==> src/rtl/slc3_button_ctrl.sv <==
// SLC-3 front-panel key receiver: sync, debounce, press pulses and
// the CPU pause/continue handshake.

module slc3_key_deb #(
   parameter int SYNC_STAGES     = 2,
   parameter int DEBOUNCE_CYCLES = 2,
   parameter int CNT_W           = 16
) (
   input  logic clk,
   input  logic rst_n,
   input  logic key_n,
   output logic stable,
   output logic fall,
   output logic rise,
   output logic pulse
);

   localparam logic [CNT_W-1:0] LAST = CNT_W'(DEBOUNCE_CYCLES - 1);

   logic [SYNC_STAGES-1:0] sync;
   logic [CNT_W-1:0]       cnt;
   logic                   s;
   logic                   differ;
   logic                   flip;

   always_comb begin
      s      = sync[SYNC_STAGES-1];
      differ = (s != stable);
      flip   = differ && (cnt == LAST);
      fall   = flip && !s;
      rise   = flip && s;
   end

   // Counter clears whenever s agrees with stable, so it tops out at LAST
   always_ff @(posedge clk or negedge rst_n) begin
      if (!rst_n) begin
         sync   <= '1;
         stable <= 1'b1;
         cnt    <= '0;
         pulse  <= 1'b0;
      end else begin
         sync  <= {sync[SYNC_STAGES-2:0], key_n};
         pulse <= fall;
         if (!differ || flip)
            cnt <= '0;
         else
            cnt <= cnt + 1'b1;
         if (flip)
            stable <= s;
      end
   end

endmodule

module slc3_button_ctrl #(
   parameter int SYNC_STAGES     = 2,
   parameter int DEBOUNCE_CYCLES = 2,
   parameter int CNT_W           = 16
) (
   input  logic Clk,
   input  logic Reset,
   input  logic Run_n,
   input  logic Continue_n,
   input  logic Pause_req,
   output logic Pause_ack,
   output logic Paused,
   output logic Run_pulse,
   output logic Continue_pulse,
   output logic Run_level,
   output logic Continue_level
);

   localparam logic [1:0] IDLE         = 2'd0;
   localparam logic [1:0] WAIT_PRESS   = 2'd1;
   localparam logic [1:0] WAIT_RELEASE = 2'd2;
   localparam logic [1:0] ACK          = 2'd3;

   logic       run_t, run_fall, run_rise;
   logic       cont_t, cont_fall, cont_rise;
   logic [1:0] state, state_nx;

   slc3_key_deb #(
      .SYNC_STAGES    (SYNC_STAGES),
      .DEBOUNCE_CYCLES(DEBOUNCE_CYCLES),
      .CNT_W          (CNT_W)
   ) u_run (
      .clk   (Clk),
      .rst_n (Reset),
      .key_n (Run_n),
      .stable(run_t),
      .fall  (run_fall),
      .rise  (run_rise),
      .pulse (Run_pulse)
   );

   slc3_key_deb #(
      .SYNC_STAGES    (SYNC_STAGES),
      .DEBOUNCE_CYCLES(DEBOUNCE_CYCLES),
      .CNT_W          (CNT_W)
   ) u_cont (
      .clk   (Clk),
      .rst_n (Reset),
      .key_n (Continue_n),
      .stable(cont_t),
      .fall  (cont_fall),
      .rise  (cont_rise),
      .pulse (Continue_pulse)
   );

   // Run is a CPU reset, so it beats Continue and any pending pause
   always_comb begin
      state_nx = state;
      unique case (state)
         IDLE:
            if (Pause_req)
               state_nx = WAIT_PRESS;
         WAIT_PRESS:
            if (run_fall || !Pause_req)
               state_nx = IDLE;
            else if (cont_fall)
               state_nx = WAIT_RELEASE;
         WAIT_RELEASE:
            if (run_fall || !Pause_req)
               state_nx = IDLE;
            else if (cont_rise)
               state_nx = ACK;
         ACK:
            if (run_fall || !Pause_req)
               state_nx = IDLE;
         default:
            state_nx = IDLE;
      endcase
   end

   always_ff @(posedge Clk or negedge Reset) begin
      if (!Reset)
         state <= IDLE;
      else
         state <= state_nx;
   end

   logic unused_run_rise;
   assign unused_run_rise = run_rise;

   assign Pause_ack      = (state == ACK);
   assign Paused         = (state != IDLE);
   assign Run_level      = ~run_t;
   assign Continue_level = ~cont_t;

endmodule
==> config.mk <==
export PLATFORM = sky130hd
export DESIGN_NAME = slc3_button_ctrl
export DESIGN_NICKNAME = d
export VERILOG_FILES = /design/src/rtl/slc3_button_ctrl.sv
export SDC_FILE = /design/constraint.sdc
export NUM_CORES = 1
export LEC_CHECK = 0
export ABC_CLOCK_PERIOD_IN_PS = 3900
export CAP_MARGIN = 0
export CORE_UTILIZATION = 35
export CTS_CLUSTER_DIAMETER = 80
export DETAILED_ROUTE_END_ITERATION = 10
export PLACE_DENSITY = 0.55
export SYNTH_ARGS = -nofsm -noshare
export SYNTH_HDL_FRONTEND = slang
export SYNTH_SLANG_ARGS = --single-unit
export TNS_END_PERCENT = 100
==> constraint.sdc <==
create_clock -name Clk -period 3.9 [get_ports Clk]
set_input_delay 0.78 -clock Clk [delete_from_list [all_inputs] [get_ports Clk]]
set_output_delay 0.78 -clock Clk [all_outputs]
set_load 0.02 [all_outputs]
==> results.py, run 1 <==
metrics = {
    "status": {
        "run_status": "finished clean",
    },
    "power_and_ir_drop": {
        "power_leakage_nw": 0.939,
        "p_int_uw": 795,
        "p_clk_share_pct": 28.6,
        "ir_drop_mv": 0.452,
        "switchingPower_uw": 364,
        "power_frac_comb_pct": 25.4,
        "switching_share_pct": 31.4,
        "p_seq_share_pct": 46.0,
        "power_per_cell_area_nw_per_um2": 506,
    },
    "detailed_routing": {
        "antenna_left": 0,
        "post-route-drc-count": 0,
        "totalWireLength_um": 3590,
        "drt_first_iter_violations": 65,
        "via_per_inst": 5.08,
        "num_vias": 1421,
        "wl_per_cell_um": 12.8,
        "drtPass1Iterations": 4,
    },
    "critical_path": {
        "arrival_ns": 1.53,
        "path_max_fanout": 5,
        "cp-start-kind": "register",
        "cp_data_required_time_ns": 3.12,
        "cp-startpoint": "state[1]$_DFFE_PN0P_",
        "endpoint_kind": "primary output",
        "crit_type": "reg -> out",
        "reg2reg_from": "u_cont.cnt[1]$_DFF_PN0_",
    },
    "synth": {
        "synth_top_area_share_pct": 44.3,
        "synthesis.area_um2": 2030,
        "synth-main-ff-cell": "dfrtp_1",
        "ys_types": 36,
        "synthAdderAreaFrac_pct": 2.46,
        "synthCells": 197,
        "synthMuxAreaShare_pct": 1.60,
        "syn_area_per_cell_um2": 10.3,
        "yosysWarnings": 0,
        "async_flop_share_pct": 100,
        "synth.area.top_cells": "dfrtp_1 (44%), dfstp_2 (7.7%), xor2_1 (7.3%)",
        "synth_top_family_by_area": "simple AND/OR/NAND/NOR gates",
        "ys_seq_area_share_pct": 52.0,
        "synth-compound-area-share_pct": 5.66,
        "yosys.area.top_type": "dfrtp_1",
        "yosys.area_share.xor_xnor_pct": 10.3,
        "syn-num-nets": 206,
        "synth_edf_count": 0,
        "ys_ff_latch": 42,
        "synth-simple-area-share_pct": 25.0,
    },
    "global_routing": {
        "grt_first_pass_wirelength_um": 6380,
        "gr-total-overflow": 0,
        "antenna_found_initial": 0,
        "track_usage_pct": 13.2,
        "grt_max_degree": 43,
        "grt_pass1_vias": 1397,
    },
    "sta": {
        "setup_violations": 0,
        "slew_violations": 0,
        "rsz0062_at_grt": "no",
        "hold_slack_ns": 0.358,
        "period_share_pct": 59.3,
        "fin_crit_ns": 2.31,
        "fmax_ghz": 0.432,
        "relSlewSlack_pct": 37.3,
        "max_slew.worst_pin.slew_ns": 0.940,
        "hold_viol_final": 0,
        "fin_setup_tns_ns": 0,
        "worst_clock_skew_ns": 0.00675,
    },
    "clock_network": {
        "h-tree-depth": 2,
        "ctsResizeCount": 0,
        "cts_setup_buffers": 0,
        "cts_max_path_buffers": 2,
        "path_clk_slew_ns": 0.07,
        "clock_latency_ns": 0.28,
        "hold_buffers": 0,
        "cts_root_buffer": "clkbuf_8",
        "cts_tree": "built",
        "cts_buffers": 5,
        "cts_sinks": 42,
    },
    "die": {
        "pin_count": 11,
        "start_util_pct": 36.7,
        "dieArea_um2": 6120,
        "die_w_um": 78.2,
        "die_h_um": 78.2,
        "core_region_area_um2": 5540,
        "rows": 27,
    },
    "layout": {
        "postLayoutCoreUtil_pct": 41.3,
        "final_cell_area_um2": 2290,
        "nNetsFinal": 216,
        "n_antenna_cell": 0,
        "drive_gt1_share_pct": 11.1,
        "syn2layout_area_growth_pct": 12.5,
    },
    "hold_path": {
        "min_from": "u_cont.sync[0]$_DFF_PN1_",
        "hold_path_class": "reg -> reg",
    },
    "placement": {
        "post_dp_cell_area_um2": 2180,
        "portBuffers": 10,
        "hpwl_um": 2410,
        "gp_congestion": 0.774,
    },
    "flow_run": {
        "maxCapViolations": 0,
    },
}
power groups by stage:
stage          clock network [mW]  logic, mW  registers (mW)
4_1_cts                     0.346      0.303           0.534
2_1_floorplan                   0      0.210           0.535
6_report                    0.332      0.294           0.533
5_1_grt                     0.362      0.331           0.541
3_5_place_dp                    0      0.301           0.542
3_3_place_gp                    0      0.301           0.540
registers in the layout, summed over array words and instances, names as in the netlist:
signal         count
u_cont.cnt        16
u_run.cnt         16
state              2
u_cont.sync        2
u_run.sync         2
u_cont.pulse       1
u_cont.stable      1
u_run.pulse        1
u_run.stable       1
Yosys cell counts, types with 5 or more instances:
cell type / number
inv_1: 6
nor4_1: 5
xor2_1: 17
nand3_1: 8
nor2_1: 29
buf_2: 5
dfrtp_1: 36
a21oi_1: 5
xnor2_1: 7
dfstp_2: 6
o21ai_0: 6
nand2_1: 12
nand4_1: 12
nor3_1: 7
final cells by class:
cell class,count,area [um^2]
clock buffer,7,76.3
tap,72,90.1
fill,576,3250
sequential,42,1060
inverter,6,22.5
timing repair buffer,10,95.1
clock inverter,1,30.0
multi-input combinational,142,917
worst paths after layout:
kind	to	slack, ns	cells past startpoint
max reg2reg	u_cont.cnt[15]$_DFF_PN0_	2.01	6
min reg2reg	u_cont.sync[1]$_DFF_PN1_	0.36	0
min	u_cont.sync[1]$_DFF_PN1_	0.36	0
min in group asynchronous	u_cont.cnt[3]$_DFF_PN0_	0.63	1
max	Paused	1.59	2
max in group asynchronous	u_run.cnt[1]$_DFF_PN0_	2.68	1
layout by cell type, fill, tap and decap left out, types with 2 or more instances in the layout:
cell type / n
clkdlybuf4s50_1: 9
nand4_1: 12
mux2_2: 2
nand3_1: 8
nor4_1: 5
ha_1: 4
dfstp_2: 6
inv_1: 6
a21oi_1: 5
clkbuf_8: 5
clkbuf_1: 2
and2_1: 4
o21ai_0: 6
nor2_1: 29
and4_1: 4
xor2_1: 17
nor3_1: 7
nand2_1: 12
o21ba_2: 2
dfrtp_1: 36
or3_1: 2
nor4b_1: 3
xnor2_1: 7
layer usage:
| metal | part of all wire, % | track usage, % | routed length [um] |
|---|---|---|---|
| met2 | 46 | 21.0 | 1650 |
| met5 | 0 | 0 | 0 |
| met1 | 51 | 17.8 | 1820 |
| met3 | 2.4 | 3.02 | 87 |
| met4 | 0.95 | 4.26 | 34 |
per-stage QoR:
stage	std cells	worst slack [ns]	total power, mW
after floorplan	197	2.35	0.745
after global placement	272	1.89	0.841
after detailed placement	272	1.89	0.843
after CTS	280	1.57	1.18
after global routing	280	1.52	1.23
final	280	1.59	1.16
cells by family (layout without fill, tap and decap cells):
family / count (synthesis) / count (layout)
simple gates: 93 / 93
flops: 42 / 42
xor+xnor: 24 / 24
compound gates: 18 / 18
buf+inv: 13 / 24
fa+ha+maj: 4 / 4
mux: 3 / 3
critical path, cell delays in order (launching register included):
cell and delay, ns:
dfrtp_1 0.40, or2_2 0.31, clkdlybuf4s50_1 0.54
(Power assumes the default switching activity.)
==> run 2, diff against run 1 <==
- ABC_CLOCK_PERIOD_IN_PS: 3900 -> 2300
- clock period: 3.9 -> 2.3 ns (I/O delays scaled with it)
==> run 2 against run 1 <==
  * Register-to-register slack got worse by 1.7 ns
  * First-iteration DRC count grew 12%
  * Non-clock buffer count grew 2
  * Worst setup slack lost 1.3 ns
==> results.py, run 2 (synthesis results as in run 1) <==
metrics = {
    "clock_network": {
        "path_clk_slew_ns": 0.09,
        "cts_buffers": 5,
        "h-tree-depth": 2,
        "cts_setup_buffers": 0,
        "cts_max_path_buffers": 2,
        "clock_latency_ns": 0.30,
        "cts_sinks": 42,
        "hold_buffers": 0,
        "cts_tree": "built",
        "cts_root_buffer": "clkbuf_8",
        "ctsResizeCount": 0,
    },
    "layout": {
        "seq_area_um2": 1060,
        "n_antenna_cell": 0,
        "final_cell_mix": "dfrtp_1 (36), nor2_1 (29), xor2_1 (17), nand4_1 (12), nand2_1 (12)",
        "nFillCells": 541,
        "layout_commonest_cell": "dfrtp_1",
        "drive_gt1_share_pct": 12.9,
        "nNetsFinal": 218,
        "multiInputGateArea_um2": 917,
        "syn2layout_area_growth_pct": 12.7,
        "largestRegisters": "u_cont.cnt (16), u_run.cnt (16)",
    },
    "sta": {
        "period_share_pct": 88.6,
        "fin_setup_tns_ns": 0,
        "hold_viol_final": 0,
        "fin_crit_ns": 2.04,
        "worst_clock_skew_ns": 0.00444,
        "fmax_ghz": 0.491,
        "max_slew.worst_pin.slew_ns": 0.539,
        "relSlewSlack_pct": 64.0,
        "setup_violations": 0,
        "slew_violations": 0,
        "rsz0062_at_grt": "no",
    },
    "power_and_ir_drop": {
        "p_int_mw": 1.26,
        "power_leakage_nw": 0.941,
        "p_seq_share_pct": 47.3,
        "power_frac_comb_pct": 26.9,
        "ir_drop_mv": 0.622,
        "power_per_cell_area_nw_per_um2": 835,
        "switching_share_pct": 34.3,
        "total_power_mw": 1.91,
        "switchingPower_uw": 656,
        "p_clk_share_pct": 25.8,
    },
    "detailed_routing": {
        "post-route-drc-count": 0,
        "totalWireLength_um": 3580,
        "drtPass1Iterations": 4,
        "drt_first_iter_violations": 73,
        "num_vias": 1443,
        "antenna_left": 0,
        "wl_per_cell_um": 12.7,
        "via_per_inst": 5.12,
    },
    "die": {
        "die_w_um": 78.2,
        "start_util_pct": 36.7,
        "core_region_area_um2": 5540,
        "dieArea_um2": 6120,
        "die_h_um": 78.2,
        "pin_count": 11,
        "rows": 27,
    },
    "placement": {
        "gp_congestion": 0.749,
        "hpwl_um": 2420,
        "portBuffers": 10,
    },
    "critical_path": {
        "arrival_ns": 1.58,
        "crit_type": "reg -> out",
        "endpoint_kind": "primary output",
        "path_max_fanout": 5,
        "cp-start-kind": "register",
        "cp_data_required_time_ns": 1.84,
        "crit_chain": "or2_2, clkdlybuf4s50_1",
        "timing.reg2reg.setup_slack_ns": 0.36,
        "cp_num_buf_inv": 1,
        "cp_slowest_cell": "clkdlybuf4s50_1",
        "crit_family": "buffers and inverters",
        "slowest_delay_ns": 0.54,
    },
    "global_routing": {
        "grt_pass1_vias": 1371,
        "grt_max_degree": 43,
        "antenna_found_initial": 0,
        "gr-total-overflow": 0,
        "track_usage_pct": 13.5,
        "grt_first_pass_wirelength_um": 6400,
    },
    "status": {
        "run_status": "finished clean",
    },
    "flow_run": {
        "maxCapViolations": 0,
    },
    "hold_path": {
        "hold_path_class": "in -> async",
    },
}
run 2: changes by cell type in the layout (fill, tap and decap cells not counted):
cell,before,now
bufinv_16,1,0
buf_4,0,2
clkinvlp_4,0,1
clkbuf_1,2,0
inv_6,0,1
clkinv_4,0,1
run 2: path summary, 6_finish.rpt:
| check | startpoint | endpoint | cells past startpoint |
|---|---|---|---|
| hold / removal | Reset | u_cont.cnt[12]$_DFF_PN0_ | 2 |
| hold reg to reg | u_cont.sync[0]$_DFF_PN1_ | u_cont.sync[1]$_DFF_PN1_ | 0 |
| setup reg to reg | u_cont.cnt[1]$_DFF_PN0_ | u_cont.cnt[15]$_DFF_PN0_ | 6 |
| setup / recovery | state[1]$_DFFE_PN0P_ | Paused | 2 |
| min in group Clk | u_cont.sync[0]$_DFF_PN1_ | u_cont.sync[1]$_DFF_PN1_ | 0 |
| max in group asynchronous | Reset | u_run.sync[0]$_DFF_PN1_ | 2 |
run 2: power by group through the flow:
stage          registers (mW)  logic [mW]  clock network, mW
2_1_floorplan           0.908       0.355                  0
3_3_place_gp            0.917       0.525                  0
3_5_place_dp            0.919       0.528                  0
4_1_cts                 0.906       0.531              0.511
5_1_grt                 0.925       0.580              0.548
6_report                0.904       0.515              0.494
run 2: per-stage QoR:
stage	setup slack [ns]	cell area (um^2)	utilization, %	hold slack (ns)	instances
3_3_place_gp	0.459	2200	39.7	0.347	274
5_1_grt	0.101	2290	41.4	0.273	282
6_report	0.262	2290	41.4	0.216	282
4_1_cts	0.243	2290	41.4	0.239	282
2_1_floorplan	0.755	2030	-	0.164	197
3_5_place_dp	0.347	2200	39.7	0.348	274
run 2: cell type report:
type | count | area share [%]
Sequential cell | 42 | 46.2
Clock buffer | 5 | 3.00
Inverter | 6 | 0.983
Tap cell | 72 | 3.93
Timing Repair Buffer | 12 | 4.80
Multi-Input combinational cell | 142 | 40.0
Clock inverter | 3 | 1.09
run 2: layer usage:
metal / global-route usage, % / vias up / routed length [um]
met5: 0 / - / 0
met2: 20.7 / 22 / 1640
met1: 17.4 / 702 / 1750
li1: - / 712 / -
met4: 6.48 / 0 / 63
met3: 3.84 / 7 / 118
run 2: worst register-to-register path: stages (launching register included):
cell and delay [ns]:
dfrtp_1 0.40, inv_1 0.06, ha_1 0.12, nor4b_1 0.24, nand4_1 0.30, nand2_1 0.49, o21ba_2 0.23
